**src/rtl/mc_ctrl.sv**
```systemverilog
// mc_ctrl -- multi-cycle MIPS-subset control unit.
//
// Sequences one instruction at a time through FETCH / DECODE and then one of
// the execution paths (ALU, load, store, branch, jump). Unknown opcodes and
// unsupported R-type functs park the FSM in TRAP until reset.
//
// Ports:
//   clk, rstn           clock, asynchronous active-low reset
//   op, funct           instruction[31:26] / instruction[5:0] from the IR
//   zero                ALU zero flag (used by beq/bne)
//   mem_ack             one-cycle memory completion strobe
//   mem_req, mem_we     memory request and its write qualifier
//   iord                memory address select (0=PC, 1=ALUOut)
//   ir_we, pc_we        instruction register / PC load enables
//   pc_src              PC source (00=ALU C, 01=ALUOut, 10=jump target)
//   rf_we, reg_dst      register file write enable and destination select
//   wd_sel              register write data select (00=ALUOut, 01=MDR, 10=PC)
//   alusrca, alusrcb    ALU operand selects
//   aluop               ALU operation code
//   illegal             trap flag
//   instret             retired-instruction counter
//
// Handshake: mem_req stays high in a memory state until the cycle mem_ack is
// seen high; that cycle completes the access and the FSM advances on the
// following edge. mem_ack in any other state has no effect.
//
// op and funct are read live from the instruction register, which is only
// reloaded in FETCH, so they remain valid from DECODE to the end of the
// instruction.
module mc_ctrl (
  input  logic        clk,
  input  logic        rstn,
  input  logic [5:0]  op,
  input  logic [5:0]  funct,
  input  logic        zero,
  input  logic        mem_ack,
  output logic        mem_req,
  output logic        mem_we,
  output logic        iord,
  output logic        ir_we,
  output logic        pc_we,
  output logic [1:0]  pc_src,
  output logic        rf_we,
  output logic [1:0]  reg_dst,
  output logic [1:0]  wd_sel,
  output logic [1:0]  alusrca,
  output logic [2:0]  alusrcb,
  output logic [3:0]  aluop,
  output logic        illegal,
  output logic [31:0] instret
);

  typedef enum logic [3:0] {
    S_FETCH  = 4'd0,
    S_DECODE = 4'd1,
    S_EXEC   = 4'd2,
    S_ALUWB  = 4'd3,
    S_MEMADR = 4'd4,
    S_MEMRD  = 4'd5,
    S_MEMWB  = 4'd6,
    S_MEMWR  = 4'd7,
    S_BRANCH = 4'd8,
    S_JUMP   = 4'd9,
    S_TRAP   = 4'd10
  } state_t;

  localparam logic [3:0] ALU_NOP  = 4'b0000;
  localparam logic [3:0] ALU_ADD  = 4'b0001;
  localparam logic [3:0] ALU_SUB  = 4'b0010;
  localparam logic [3:0] ALU_AND  = 4'b0011;
  localparam logic [3:0] ALU_OR   = 4'b0100;
  localparam logic [3:0] ALU_NOR  = 4'b0110;
  localparam logic [3:0] ALU_SLT  = 4'b0111;
  localparam logic [3:0] ALU_SLTU = 4'b1000;
  localparam logic [3:0] ALU_ADDU = 4'b1001;
  localparam logic [3:0] ALU_SUBU = 4'b1010;
  localparam logic [3:0] ALU_SLL  = 4'b1011;
  localparam logic [3:0] ALU_LUI  = 4'b1100;
  localparam logic [3:0] ALU_SRL  = 4'b1101;

  localparam logic [5:0] OP_RTYPE = 6'b000000;
  localparam logic [5:0] OP_J     = 6'b000010;
  localparam logic [5:0] OP_JAL   = 6'b000011;
  localparam logic [5:0] OP_BEQ   = 6'b000100;
  localparam logic [5:0] OP_BNE   = 6'b000101;
  localparam logic [5:0] OP_ADDI  = 6'b001000;
  localparam logic [5:0] OP_ADDIU = 6'b001001;
  localparam logic [5:0] OP_SLTI  = 6'b001010;
  localparam logic [5:0] OP_ANDI  = 6'b001100;
  localparam logic [5:0] OP_ORI   = 6'b001101;
  localparam logic [5:0] OP_LUI   = 6'b001111;
  localparam logic [5:0] OP_LW    = 6'b100011;
  localparam logic [5:0] OP_SW    = 6'b101011;

  state_t state, next_state;

  // R-type funct decode.
  logic       r_legal;
  logic [3:0] r_aluop;
  logic [1:0] r_srca;

  always_comb begin
    r_legal = 1'b1;
    r_aluop = ALU_NOP;
    r_srca  = 2'b01;
    case (funct)
      6'b100000: r_aluop = ALU_ADD;
      6'b100001: r_aluop = ALU_ADDU;
      6'b100010: r_aluop = ALU_SUB;
      6'b100011: r_aluop = ALU_SUBU;
      6'b100100: r_aluop = ALU_AND;
      6'b100101: r_aluop = ALU_OR;
      6'b100111: r_aluop = ALU_NOR;
      6'b101010: r_aluop = ALU_SLT;
      6'b101011: r_aluop = ALU_SLTU;
      // Constant shifts take the amount from shamt, variable shifts from rs.
      6'b000000: begin r_aluop = ALU_SLL; r_srca = 2'b10; end
      6'b000010: begin r_aluop = ALU_SRL; r_srca = 2'b10; end
      6'b000100: r_aluop = ALU_SLL;
      6'b000110: r_aluop = ALU_SRL;
      default:   r_legal = 1'b0;
    endcase
  end

  // I-type opcode decode (EXEC path only).
  logic       i_legal;
  logic [3:0] i_aluop;
  logic [2:0] i_srcb;

  always_comb begin
    i_legal = 1'b1;
    i_aluop = ALU_NOP;
    i_srcb  = 3'b010;
    case (op)
      OP_ADDI:  i_aluop = ALU_ADD;
      OP_ADDIU: i_aluop = ALU_ADDU;
      OP_SLTI:  i_aluop = ALU_SLT;
      OP_ANDI:  begin i_aluop = ALU_AND; i_srcb = 3'b011; end
      OP_ORI:   begin i_aluop = ALU_OR;  i_srcb = 3'b011; end
      OP_LUI:   begin i_aluop = ALU_LUI; i_srcb = 3'b011; end
      default:  i_legal = 1'b0;
    endcase
  end

  always_ff @(posedge clk or negedge rstn) begin
    if (!rstn) state <= S_FETCH;
    else       state <= next_state;
  end

  always_comb begin
    next_state = state;
    mem_req    = 1'b0;
    mem_we     = 1'b0;
    iord       = 1'b0;
    ir_we      = 1'b0;
    pc_we      = 1'b0;
    pc_src     = 2'b00;
    rf_we      = 1'b0;
    reg_dst    = 2'b00;
    wd_sel     = 2'b00;
    alusrca    = 2'b00;
    alusrcb    = 3'b000;
    aluop      = ALU_NOP;
    illegal    = 1'b0;
    case (state)
      S_FETCH: begin
        mem_req = 1'b1;
        alusrcb = 3'b001;
        aluop   = ALU_ADD;
        if (mem_ack) begin
          ir_we      = 1'b1;
          pc_we      = 1'b1;
          next_state = S_DECODE;
        end
      end
      S_DECODE: begin
        // Precompute the branch target into ALUOut.
        alusrcb = 3'b100;
        aluop   = ALU_ADD;
        if (op == OP_RTYPE)                 next_state = r_legal ? S_EXEC : S_TRAP;
        else if (i_legal)                   next_state = S_EXEC;
        else if (op == OP_LW || op == OP_SW) next_state = S_MEMADR;
        else if (op == OP_BEQ || op == OP_BNE) next_state = S_BRANCH;
        else if (op == OP_J || op == OP_JAL)   next_state = S_JUMP;
        else                                next_state = S_TRAP;
      end
      S_EXEC: begin
        next_state = S_ALUWB;
        alusrca    = (op == OP_RTYPE) ? r_srca : 2'b01;
        alusrcb    = (op == OP_RTYPE) ? 3'b000 : i_srcb;
        aluop      = (op == OP_RTYPE) ? r_aluop : i_aluop;
      end
      S_ALUWB: begin
        rf_we      = 1'b1;
        reg_dst    = (op == OP_RTYPE) ? 2'b01 : 2'b00;
        next_state = S_FETCH;
      end
      S_MEMADR: begin
        alusrca    = 2'b01;
        alusrcb    = 3'b010;
        aluop      = ALU_ADD;
        next_state = (op == OP_SW) ? S_MEMWR : S_MEMRD;
      end
      S_MEMRD: begin
        mem_req = 1'b1;
        iord    = 1'b1;
        if (mem_ack) next_state = S_MEMWB;
      end
      S_MEMWB: begin
        rf_we      = 1'b1;
        wd_sel     = 2'b01;
        next_state = S_FETCH;
      end
      S_MEMWR: begin
        mem_req = 1'b1;
        mem_we  = 1'b1;
        iord    = 1'b1;
        if (mem_ack) next_state = S_FETCH;
      end
      S_BRANCH: begin
        alusrca    = 2'b01;
        aluop      = ALU_SUB;
        pc_src     = 2'b01;
        pc_we      = (op == OP_BNE) ? ~zero : zero;
        next_state = S_FETCH;
      end
      S_JUMP: begin
        pc_we  = 1'b1;
        pc_src = 2'b10;
        if (op == OP_JAL) begin
          rf_we   = 1'b1;
          reg_dst = 2'b10;
          wd_sel  = 2'b10;
        end
        next_state = S_FETCH;
      end
      S_TRAP: begin
        illegal = 1'b1;
      end
      default: next_state = S_FETCH;
    endcase
    // Reset must silence the outputs immediately, not at the next edge, so a
    // pending memory request is withdrawn in the same cycle rstn falls.
    if (!rstn) begin
      mem_req = 1'b0;
      mem_we  = 1'b0;
      iord    = 1'b0;
      ir_we   = 1'b0;
      pc_we   = 1'b0;
      pc_src  = 2'b00;
      rf_we   = 1'b0;
      reg_dst = 2'b00;
      wd_sel  = 2'b00;
      alusrca = 2'b00;
      alusrcb = 3'b000;
      aluop   = ALU_NOP;
      illegal = 1'b0;
    end
  end

  // An instruction retires when its final state hands back to FETCH.
  logic retire;
  assign retire = (next_state == S_FETCH) &&
                  (state == S_ALUWB || state == S_MEMWB || state == S_MEMWR ||
                   state == S_BRANCH || state == S_JUMP);

  always_ff @(posedge clk or negedge rstn) begin
    if (!rstn)       instret <= 32'd0;
    else if (retire) instret <= instret + 32'd1;
  end

endmodule
```
**config.mk**
```make
export PLATFORM = sky130hd
export DESIGN_NAME = mc_ctrl
export DESIGN_NICKNAME = d
export VERILOG_FILES = /design/src/rtl/mc_ctrl.sv
export SDC_FILE = /design/constraint.sdc
export NUM_CORES = 1
export LEC_CHECK = 0
export CAP_MARGIN = 20
export CORE_UTILIZATION = 40
export DETAILED_ROUTE_END_ITERATION = 8
export DONT_BUFFER_PORTS = 1
export PLACE_DENSITY_LB_ADDON = 0.05
export SLEW_MARGIN = 10
export SYNTH_ARGS = -nofsm -noshare
export SYNTH_HDL_FRONTEND = slang
export SYNTH_SLANG_ARGS = --single-unit
export TNS_END_PERCENT = 50
```
**constraint.sdc**
```tcl
create_clock -name clk -period 5 [get_ports clk]
set_clock_uncertainty 0.2 [all_clocks]
set_input_delay 0.75 -clock clk [delete_from_list [all_inputs] [get_ports clk]]
set_output_delay 0.75 -clock clk [all_outputs]
set_load 0.01 [all_outputs]
```
# Word-level counts from Yosys, hierarchy flattened

Cells that the tools add are included.

Multipliers: 0
$add $sub $neg: 1
$lt $le $gt $ge: 0
Reductions and logical operators: 23
Muxes and demuxes: 51
Equality and inequality tests: 34
Bitwise gates (word level): 1
Divide/modulo/power cells: 0
Shift-type cells: 0

Operators by type and width:

| cell                  | number |
|---|---|
| $eq 6x6->1 const B    | 11 |
| $pmux 4 s11           | 1 |
| $eq 6x4->1 const B    | 6 |
| $mux 4                | 9 |
| $add 32x1->32 const B | 1 |
| $pmux 4 s7            | 1 |
| $eq 6x3->1 const B    | 4 |
| $pmux 4 s6            | 1 |
| $mux 2                | 10 |
| $mux 1                | 19 |
| $eq 6x2->1 const B    | 3 |
| $eq 4x3->1 const B    | 4 |
| $pmux 2 s2            | 4 |
| $reduce_or 13->1      | 1 |
| $eq 4x4->1 const B    | 3 |
| $logic_not 6->1       | 2 |
| $pmux 3 s4            | 1 |
| $pmux 4 s3            | 1 |
| $reduce_or 2->1       | 6 |
| $reduce_or 3->1       | 3 |
| $eq 4x2->1 const B    | 2 |
| $logic_not 4->1       | 2 |
| $logic_or 1x1->1      | 7 |
| $mux 3                | 2 |
| other kinds (6)       | 6 |

Bits in writable memories: 0
Bits in registers: 36
Bits in read-only memories: 0
Memories: 0
Bits of input ports: 16
Latch bits: 0

# Longest topological paths before layout

Gate-level depths: netlist of the first run.

Depth after elaboration: 10
Depth in mapped cells: 7
Depth with buffers taken out: 5

# Least setup slack after synthesis of the first run

No wires, ideal clock.

Kind: in2out
Start: in op[1]
End: out alusrca[0]
Buffers on the path: 1
Cell stages on the path: 6
Slack: 1.837 ns
Arrival time: 2.213 ns
Path through: buf_6 -> or2_1 -> or4_4 -> or4_4 -> a31oi_1 -> nor3b_1

Cells in the longest elaborated chain, start to end: 4

Ends and longest elaborated chain:

| what            | line | RTL |
|---|---|---|
| start, declared | 33   | `input logic [5:0] op,` |
| $logic_not 6->1 | 189  | `alusrca = (op == OP_RTYPE) ? r_srca : 2'b01;` |
| $mux 2          | 189  |  |
| $pmux 2 s2      | 165  | `case (state)` |
| $mux 2          | 244  | `if (!rstn) begin` |
| end, declared   | 46   | `output logic [1:0] alusrca,` |

No other way between the ends.

# Final worst setup path of the first run

Start: in op[4]
End: out alusrca[0]

The elaborated chain is that of the path after synthesis.

==> flow_summary_export.csv, run 1 <==
group,metric,value,unit
outcome,status,"finished, final reports clean",
synth,synth_top_area_share,0.357,
detailed_routing,remaining_drc_errors,0,
synth,syn_nets,316,
global_routing,grt_pass1_wl,9750,microns
finish,diodes,0,
die,initial_core_util,0.421,
die,dieHeight,81.4,microns
worst_setup_path,critPathSlowestCell,"or4_4",
die,die_area,6630,sq um
cts,clock_sinks,36,
worst_setup_path,cp_max_fo,6,
sta,max_slew_margin,0.561,
power_and_ir_drop,p_total,0.000910,W
die,fp.coreArea,5990,sq um
detailed_routing,drt.antenna.violating_nets,0,
synth,ys_top_cells_by_count,"dfrtp_1, nand2_1, nor3_1",
synth,synth_largest_area_cell,"dfrtp_1",
synth,ys_async_sr_fraction,1.00,
job,max_cap_violations,0,
finish,layout.nets,306,
place,placedCellCount,356,
worst_setup_path,cp_cell_sequence,"or2_1 > or4_4 > or4_4 > a31oi_1 > nor3b_1",
cts,htree_levels,2,
power_and_ir_drop,cellLeakagePower,1.10,nW
worst_setup_path,cp_common_cell,"or4_4",
worst_setup_path,r2r_end,"instret[31]$_DFFE_PN0P_",
sta,finalSetupTns,0,ns
sta,timing.fmax,0.312,GHz
cts,numCtsBuffers,5,
global_routing,antenna_found_initial,0,
place,placed_area,2530,sq um
global_routing,overflow,0,
synth,synth.yosys.warnings,0,
finish,multi_input_area,1480,sq um
detailed_routing,wl,6010,microns
place,place.detailed.hpwl,4270,microns
hold_path,hold_path_class,"input pin to async pin",
worst_setup_path,critical_path_arrival,2.26,ns
detailed_routing,vias_per_cell,5.84,
sta,finalCriticalPeriod,3.21,ns
synth,yosysMostFrequentCell,"dfrtp_1",
detailed_routing,drtIter0Drc,99,
worst_setup_path,end_kind,"output port",
sta,final-setup-viol-count,0,
worst_setup_path,r2r-start,"state[1]$_DFF_PN0_",
synth,avgSynthCellArea,8.44,sq um
die,ioPinCount,70,
die,num_rows,28,
global_routing,grt_max_degree,37,
place,gp_congestion,0.817,
finish,drive_above_1_share,0.0657,
cts,cts_buffer_depth,2,
synth,yosys-top-cells-area,"dfrtp_1, xor2_1, nor3_1",
finish,instances_no_fill,364,
place,port_buffers,0,
detailed_routing,wl_per_cell,16.5,microns
finish,fillers,581,
cts,clk_pin_slew,0.08,ns
cts,clk_latency,0.29,ns
sta,hold_viol,0,
finish,final_area,2630,sq um
worst_setup_path,start_kind,"input pin",
sta,rsz0062_at_grt,"false",
die,fp.dieW,81.4,microns
cts,cts.repair.resized,0,
sta,worst_slew_pin_slew,0.659,ns
power_and_ir_drop,p_per_area,346,nW/um^2
synth,postSynthCellCount,299,
power_and_ir_drop,peakVddDrop,0.244,mV
sta,maxSlewViolCount,0,
sta,period_share,0.642,
global_routing,grt_use_total,0.190,
cts,cts_tree,"yes",
worst_setup_path,r2r.worst_path.cells,5,
worst_setup_path,crit_type,"input pin to output port",
synth,synth_edf_count,0,
finish,utilization,0.438,
worst_setup_path,slowest_delay,0.54,ns
detailed_routing,num_vias,2125,
detailed_routing,first_pass_iters,4,
worst_setup_path,worst_ep_required_time,4.05,ns
worst_setup_path,rrSetupSlack,2.57,ns
global_routing,grt_pass1_vias,1993,
synth,ys.flop_type,"dfrtp_1",
synth,synth_seq_cells,36,
finish,seqCellArea,901,sq um
cts,cts_root_buf,"clkbuf_8",
synth,synth_cell_types,58,
synth,synth_area,2520,sq um
finish,syn2layout_area_growth,4.07,%
synth,ys_seq_area_frac,0.357,
==> layout make-up <==
type / instances / share of cell area
clock buffer: 6 / 0.0276
clock inverter: 1 / 0.00191
inverter: 12 / 0.0172
multi-input combinational: 232 / 0.564
sequential: 36 / 0.343
tap: 75 / 0.0357
timing repair buffer: 2 / 0.0105
==> power by group <==
| part | leakage [nW] | switching (W) | internal, W | total (W) |
|---|---|---|---|---|
| Combinational | 0.584 | 0.000182 | 0.000113 | 0.000296 |
| Clock | 0.0410 | 0.000100 | 0.0000948 | 0.000195 |
| Sequential | 0.479 | 0.0000955 | 0.000324 | 0.000419 |
| Total | 1.10 | 0.000378 | 0.000532 | 0.000910 |
==> cell families (layout without fill, tap and decap cells) <==
logic type | after synthesis | after routing | synth area share
flops | 36 | 36 | 0.357
xor+xnor | 36 | 36 | 0.125
buf+inv | 31 | 21 | 0.0560
fa+ha+maj | 3 | 3 | 0.0129
compound gates | 40 | 40 | 0.107
mux | 3 | 3 | 0.0124
simple gates | 150 | 150 | 0.330
==> per-stage QoR <==
step / hold WS (ns) / setup WS [ns]
2_1_floorplan: 0.254 / 1.84
3_3_place_gp: 0.255 / 1.82
3_5_place_dp: 0.255 / 1.80
4_1_cts: 0.0998 / 1.80
5_1_grt: 0.103 / 1.72
6_report: 0.0979 / 1.79
==> worst max path at each step <==
stage / cells past startpoint / end / slack (ns) / from
floorplan: 6 / alusrca[0] / 1.84 / op[1]
global placement: 5 / alusrca[0] / 1.82 / op[4]
detailed placement: 5 / alusrca[0] / 1.80 / op[4]
CTS: 5 / alusrca[0] / 1.80 / op[4]
global route: 5 / rf_we / 1.72 / state[1]$_DFF_PN0_
finish: 5 / alusrca[0] / 1.79 / op[4]
==> layer usage <==
layer / routed length, microns / track usage / up-vias
li1: - / - / 1041
met1: 2830 / 0.247 / 1001
met2: 2640 / 0.293 / 76
met3: 465 / 0.0678 / 7
met4: 71 / 0.0607 / 0
met5: 0 / 0 / -
==> sequential cells by signal (all words and copies together) (netlist names) <==
signal / count
instret: 32
state: 4
==> timing repair <==
action                    4_1_cts  5_1_grt
hold buffers                    1        0
hold endpoints to repair       36        0
buffers inserted                0        0
==> critical path, delay by kind of cell <==
family             cells  cell delay [ns]
AOI/OAI and AO/OA      1             0.18
and+or+nand+nor        4             1.33
==> layout by cell type (no fill, tap or decap), types with 2 or more instances in the layout <==
cell type / netlist / routed
nand2b_1: 4 / 4
or2_1: 2 / 2
nor2_1: 25 / 25
and4_1: 5 / 5
nor3_1: 26 / 26
a21oi_1: 11 / 11
maj3_1: 2 / 2
o31ai_1: 3 / 3
a31o_2: 2 / 2
nor3b_1: 3 / 3
and3_1: 6 / 6
nand3_1: 16 / 16
or2_2: 2 / 2
clkbuf_8: 0 / 5
o22a_1: 2 / 2
nand2_1: 28 / 28
nand4_1: 10 / 10
mux2i_1: 2 / 2
inv_1: 11 / 11
a31oi_1: 2 / 2
nand4b_1: 3 / 3
nor2b_1: 5 / 5
xor2_1: 22 / 22
o22ai_1: 2 / 2
xnor2_1: 14 / 14
or4_4: 2 / 2
nand3b_1: 4 / 4
dfrtp_1: 36 / 36
o21ai_0: 6 / 6
(Power assumes the default switching activity.)
==> inputs of run 2 (changes only) <==
==> constraint.sdc (replaced) <==
create_clock -name clk -period 2.77 [get_ports clk]
set_clock_uncertainty 0.2 [all_clocks]
set_input_delay 0.4155 -clock clk [delete_from_list [all_inputs] [get_ports clk]]
set_output_delay 0.4155 -clock clk [all_outputs]
set_load 0.01 [all_outputs]
==> flow_summary_export.csv, run 2 (synthesized netlist as in run 1, its figures left out) <==
group,metric,value,unit
detailed_routing,first_pass_iters,4,
sta,finalCriticalPeriod,2.54,ns
finish,regMostFlops,"instret",
finish,layout.nets,312,
worst_setup_path,cp_max_fo,16,
detailed_routing,num_vias,2131,
finish,syn2layout_area_growth,5.95,%
cts,clock_sinks,36,
cts,numCtsBuffers,5,
detailed_routing,remaining_drc_errors,0,
detailed_routing,drtIter0Drc,108,
cts,cts_buffer_depth,2,
hold_path,hold_path_class,"input pin to register",
finish,diodes,0,
sta,finalSetupTns,0,ns
outcome,status,"finished, final reports clean",
place,place.detailed.hpwl,4400,microns
finish,utilization,0.446,
cts,post-cts-setup-buffers,0,
cts,cts_tree,"yes",
detailed_routing,wl_per_cell,16.4,microns
place,port_buffers,0,
finish,top_regs,"instret: 32 flops, state: 4 flops",
cts,htree_levels,2,
die,num_rows,28,
finish,mostFrequentLayoutCells,"dfrtp_1, nand2_1, nor3_1",
finish,final_common_cell,"dfrtp_1",
worst_setup_path,crit_type,"register to output port",
power_and_ir_drop,p_per_area,622,nW/um^2
die,initial_core_util,0.421,
sta,hold_viol,0,
die,ioPinCount,70,
detailed_routing,vias_per_cell,5.76,
global_routing,grt_pass1_vias,2026,
global_routing,grt_use_total,0.192,
sta,holdWs,0.0931,ns
global_routing,grt_max_degree,37,
global_routing,grt_pass1_wl,9840,microns
sta,max_slew_margin,0.657,
sta,rsz0062_at_grt,"false",
job,max_cap_violations,0,
finish,largest_reg_flops,32,
power_and_ir_drop,peakVddDrop,0.391,mV
detailed_routing,wl,6050,microns
worst_setup_path,worst_ep_required_time,2.15,ns
power_and_ir_drop,cellLeakagePower,1.13,nW
worst_setup_path,critical_path_arrival,1.92,ns
cts,clk_latency,0.28,ns
cts,cts_root_buf,"clkbuf_8",
detailed_routing,drt.antenna.violating_nets,0,
die,fp.coreArea,5990,sq um
cts,clk_pin_slew,0.07,ns
sta,period_share,0.915,
finish,final_area,2670,sq um
sta,worst_slew_pin_slew,0.514,ns
worst_setup_path,start_kind,"register",
die,fp.dieW,81.4,microns
finish,drive_above_1_share,0.0814,
global_routing,overflow,0,
worst_setup_path,end_kind,"output port",
die,dieHeight,81.4,microns
die,die_area,6630,sq um
place,gp_congestion,0.824,
sta,maxSlewViolCount,0,
place,dp_slack,0.248,ns
sta,timing.fmax,0.394,GHz
sta,final-setup-viol-count,0,
global_routing,antenna_found_initial,0,
sta,fin_ws,0.235,ns
place,placed_area,2570,sq um
run 2: cell count changes in the layout (fill, tap and decap cells not counted), sizes merged:
cell and delta:
buf +5, dlygate4sd3 +1
run 2: power breakdown:
group          internal, W  switching, W
Sequential        0.000585      0.000148
Combinational     0.000223      0.000358
Clock             0.000171      0.000176
run 2: layout make-up:
| cell class | count | area (sq um) |
|---|---|---|
| Tap cell | 75 | 93.8 |
| Clock buffer | 6 | 72.6 |
| Inverter | 12 | 45.0 |
| Timing Repair Buffer | 8 | 75.1 |
| Clock inverter | 1 | 5.00 |
| Sequential cell | 36 | 901 |
| Fill cell | 632 | 3320 |
| Multi-Input combinational cell | 232 | 1480 |
run 2: worst max-delay path, stage by stage, from the launching register on:
cell and delay (ns):
dfrtp_1 0.57, nor2_1 0.37, nand3_1 0.19, nor2_1 0.18, nand3b_1 0.10, o21bai_1 0.23
run 2: timing repair:
| action | 4_1_cts | 5_1_grt |
|---|---|---|
| hold endpoints to repair | 36 | 0 |
| setup endpoints to repair | 0 | 0 |
| hold buffers | 2 | 0 |
| gates resized for setup | 0 | 0 |
run 2: path summary, 6_finish.rpt:
kind | startpoint | to | slack (ns) | cells past startpoint
worst min-delay path | op[1] | state[0]$_DFF_PN0_ | 0.09 | 1
worst min register to register | instret[31]$_DFFE_PN0P_ | instret[31]$_DFFE_PN0P_ | 0.34 | 1
min in group asynchronous | rstn | instret[4]$_DFFE_PN0P_ | 0.38 | 2
worst max register to register | state[3]$_DFF_PN0_ | instret[14]$_DFFE_PN0P_ | 0.47 | 5
max in group asynchronous | rstn | instret[16]$_DFFE_PN0P_ | 1.80 | 2
worst max-delay path | state[3]$_DFF_PN0_ | aluop[1] | 0.23 | 5
run 2: layer usage:
layer  vias up  GRT usage  part of all wire
met2        67      0.298              0.45
met1       998      0.252              0.47
met5         -          0                 0
met4         0     0.0554             0.018
met3        11     0.0633             0.063
li1       1055          -                 -
run 2: per-stage QoR:
| step | std cells | total power [W] |
|---|---|---|
| after floorplan | 299 | 0.00118 |
| after global placement | 361 | 0.00132 |
| after detailed placement | 361 | 0.00131 |
| after CTS | 370 | 0.00168 |
| after global routing | 370 | 0.00180 |
| final | 370 | 0.00166 |
==> inputs of run 3 (changes only) <==
==> constraint.sdc (replaced) <==
create_clock -name clk -period 2.77 [get_ports clk]
set_clock_uncertainty 0.2 [all_clocks]
set_input_delay 0.554 -clock clk [delete_from_list [all_inputs] [get_ports clk]]
set_output_delay 0.554 -clock clk [all_outputs]
set_load 0.01 [all_outputs]
==> flow_summary_export.csv, run 3 (synthesized netlist as in run 1, its figures left out) <==
group,metric,value,unit
finish,regMostFlops,"instret",
sta,hold_viol,0,
place,gp_congestion,0.789,
die,fp.dieW,81.4,microns
finish,drive_above_1_share,0.109,
place,placed_area,2630,sq um
place,port_buffers,0,
cts,cts_tree,"yes",
worst_setup_path,crit_type,"input pin to output port",
detailed_routing,wl_per_cell,16.5,microns
cts,cts_buffer_depth,2,
global_routing,grt_pass1_vias,1964,
sta,period_share,0.998,
global_routing,grt_util_met2,0.301,
power_and_ir_drop,peakVddDrop,0.456,mV
finish,largest_reg_flops,32,
detailed_routing,num_vias,2155,
finish,instances_no_fill,378,
finish,syn2layout_area_growth,8.43,%
global_routing,grt_use_total,0.191,
power_and_ir_drop,cellLeakagePower,1.18,nW
die,dieHeight,81.4,microns
detailed_routing,wl,6250,microns
cts,clk_pin_slew,0.07,ns
finish,top_regs,"instret: 32 flops, state: 4 flops",
worst_setup_path,cp_cell_sequence,"or2_1 > or4_4 > or4_4 > a31oi_1 > nor3b_1",
worst_setup_path,crit_start,"op[4]",
sta,final-setup-viol-count,0,
hold_path,hp-start,"op[1]",
sta,finalSetupTns,0,ns
cts,cts_root_buf,"clkbuf_8",
worst_setup_path,start_kind,"input pin",
finish,mostFrequentLayoutCells,"dfrtp_1, nand2_1, nor3_1",
detailed_routing,vias_per_cell,5.70,
power_and_ir_drop,p_per_area,623,nW/um^2
power_and_ir_drop,p_total,0.00171,W
cts,post-cts-setup-buffers,0,
global_routing,grt_pass1_wl,9740,microns
cts,clk_latency,0.28,ns
worst_setup_path,critPathSlowestCell,"or4_4",
finish,fillers,579,
sta,max_slew_margin,0.716,
worst_setup_path,end_kind,"output port",
worst_setup_path,slowest_delay,0.52,ns
finish,seqCellArea,901,sq um
worst_setup_path,cp_common_cell,"or4_4",
place,place.detailed.hpwl,4470,microns
die,num_rows,28,
sta,finalCriticalPeriod,2.76,ns
global_routing,antenna_found_initial,0,
sta,rsz0062_at_grt,"true",
worst_setup_path,critical_path_arrival,2.01,ns
global_routing,grt_max_degree,37,
die,initial_core_util,0.421,
sta,maxSlewViolCount,0,
detailed_routing,drt.antenna.violating_nets,0,
global_routing,top_usage_layer,"met2",
finish,diodes,0,
place,dp_slack,0.00894,ns
global_routing,use_met1,0.245,
sta,worst_slew_pin_slew,0.423,ns
worst_setup_path,cp_max_fo,5,
sta,timing.fmax,0.362,GHz
finish,layout.nets,320,
job,max_cap_violations,0,
cts,clock_sinks,36,
sta,fin_ws,0.00660,ns
detailed_routing,first_pass_iters,4,
outcome,status,"finished, final reports clean",
die,fp.coreArea,5990,sq um
detailed_routing,remaining_drc_errors,0,
global_routing,use_met3,0.0700,
cts,htree_levels,2,
cts,numCtsBuffers,5,
place,placedCellCount,369,
die,die_area,6630,sq um
worst_setup_path,r2r-start,"state[1]$_DFF_PN0_",
finish,multi_input_area,1480,sq um
global_routing,overflow,0,
finish,final_common_cell,"dfrtp_1",
die,ioPinCount,70,
detailed_routing,drtIter0Drc,79,
worst_setup_path,worst_ep_required_time,2.02,ns
hold_path,hold_path_class,"input pin to register",
finish,final_area,2740,sq um
run 3: cell types whose count changed in the layout (fill, tap and decap cells not counted), sizes merged:
cell	previous run	this run
buf	7	15
run 3: final timing paths:
kind	end	slack [ns]	cells past startpoint
worst max register to register	instret[14]$_DFFE_PN0P_	0.51	5
worst min-delay path	state[0]$_DFF_PN0_	0.25	1
min in group asynchronous	instret[4]$_DFFE_PN0P_	0.53	2
worst min register to register	instret[31]$_DFFE_PN0P_	0.34	1
worst max-delay path	alusrca[0]	0.007	5
max in group asynchronous	instret[24]$_DFFE_PN0P_	1.66	2
run 3: through the flow:
stage                     utilization  hold slack [ns]
after floorplan                     -           0.0584
after global placement          0.438           0.0593
after detailed placement        0.438           0.0594
after CTS                       0.456            0.232
after global routing            0.457            0.238
final                           0.457            0.246
run 3: area by class of cell:
cell class | instances | area share
Sequential cell | 36 | 0.329
Multi-Input combinational cell | 232 | 0.542
Inverter | 12 | 0.0165
Clock buffer | 6 | 0.0265
Timing Repair Buffer | 16 | 0.0494
Clock inverter | 1 | 0.00183
Tap cell | 75 | 0.0343
run 3: repair_timing:
item | CTS | global route
gates resized for setup | 0 | 1
hold buffers | 2 | 0
hold endpoints to repair | 36 | 0
setup endpoints to repair | 0 | 2
run 3: worst max-delay path, delay by kind of cell:
family             cells  cell delay (ns)
AOI/OAI and AO/OA      1             0.18
and+or+nand+nor        4             1.27
run 3: power by group:
group / internal (W) / switching [W] / total, W
logic: 0.000252 / 0.000386 / 0.000638
registers: 0.000586 / 0.000132 / 0.000718
clock network: 0.000171 / 0.000178 / 0.000349
total: 0.00101 / 0.000696 / 0.00171
run 3: per-layer routing:
| layer | routed length (microns) | vias to the layer above |
|---|---|---|
| met5 | 0 | - |
| met4 | 100 | 0 |
| met3 | 448 | 8 |
| met2 | 2750 | 75 |
| met1 | 2950 | 999 |
| li1 | - | 1073 |
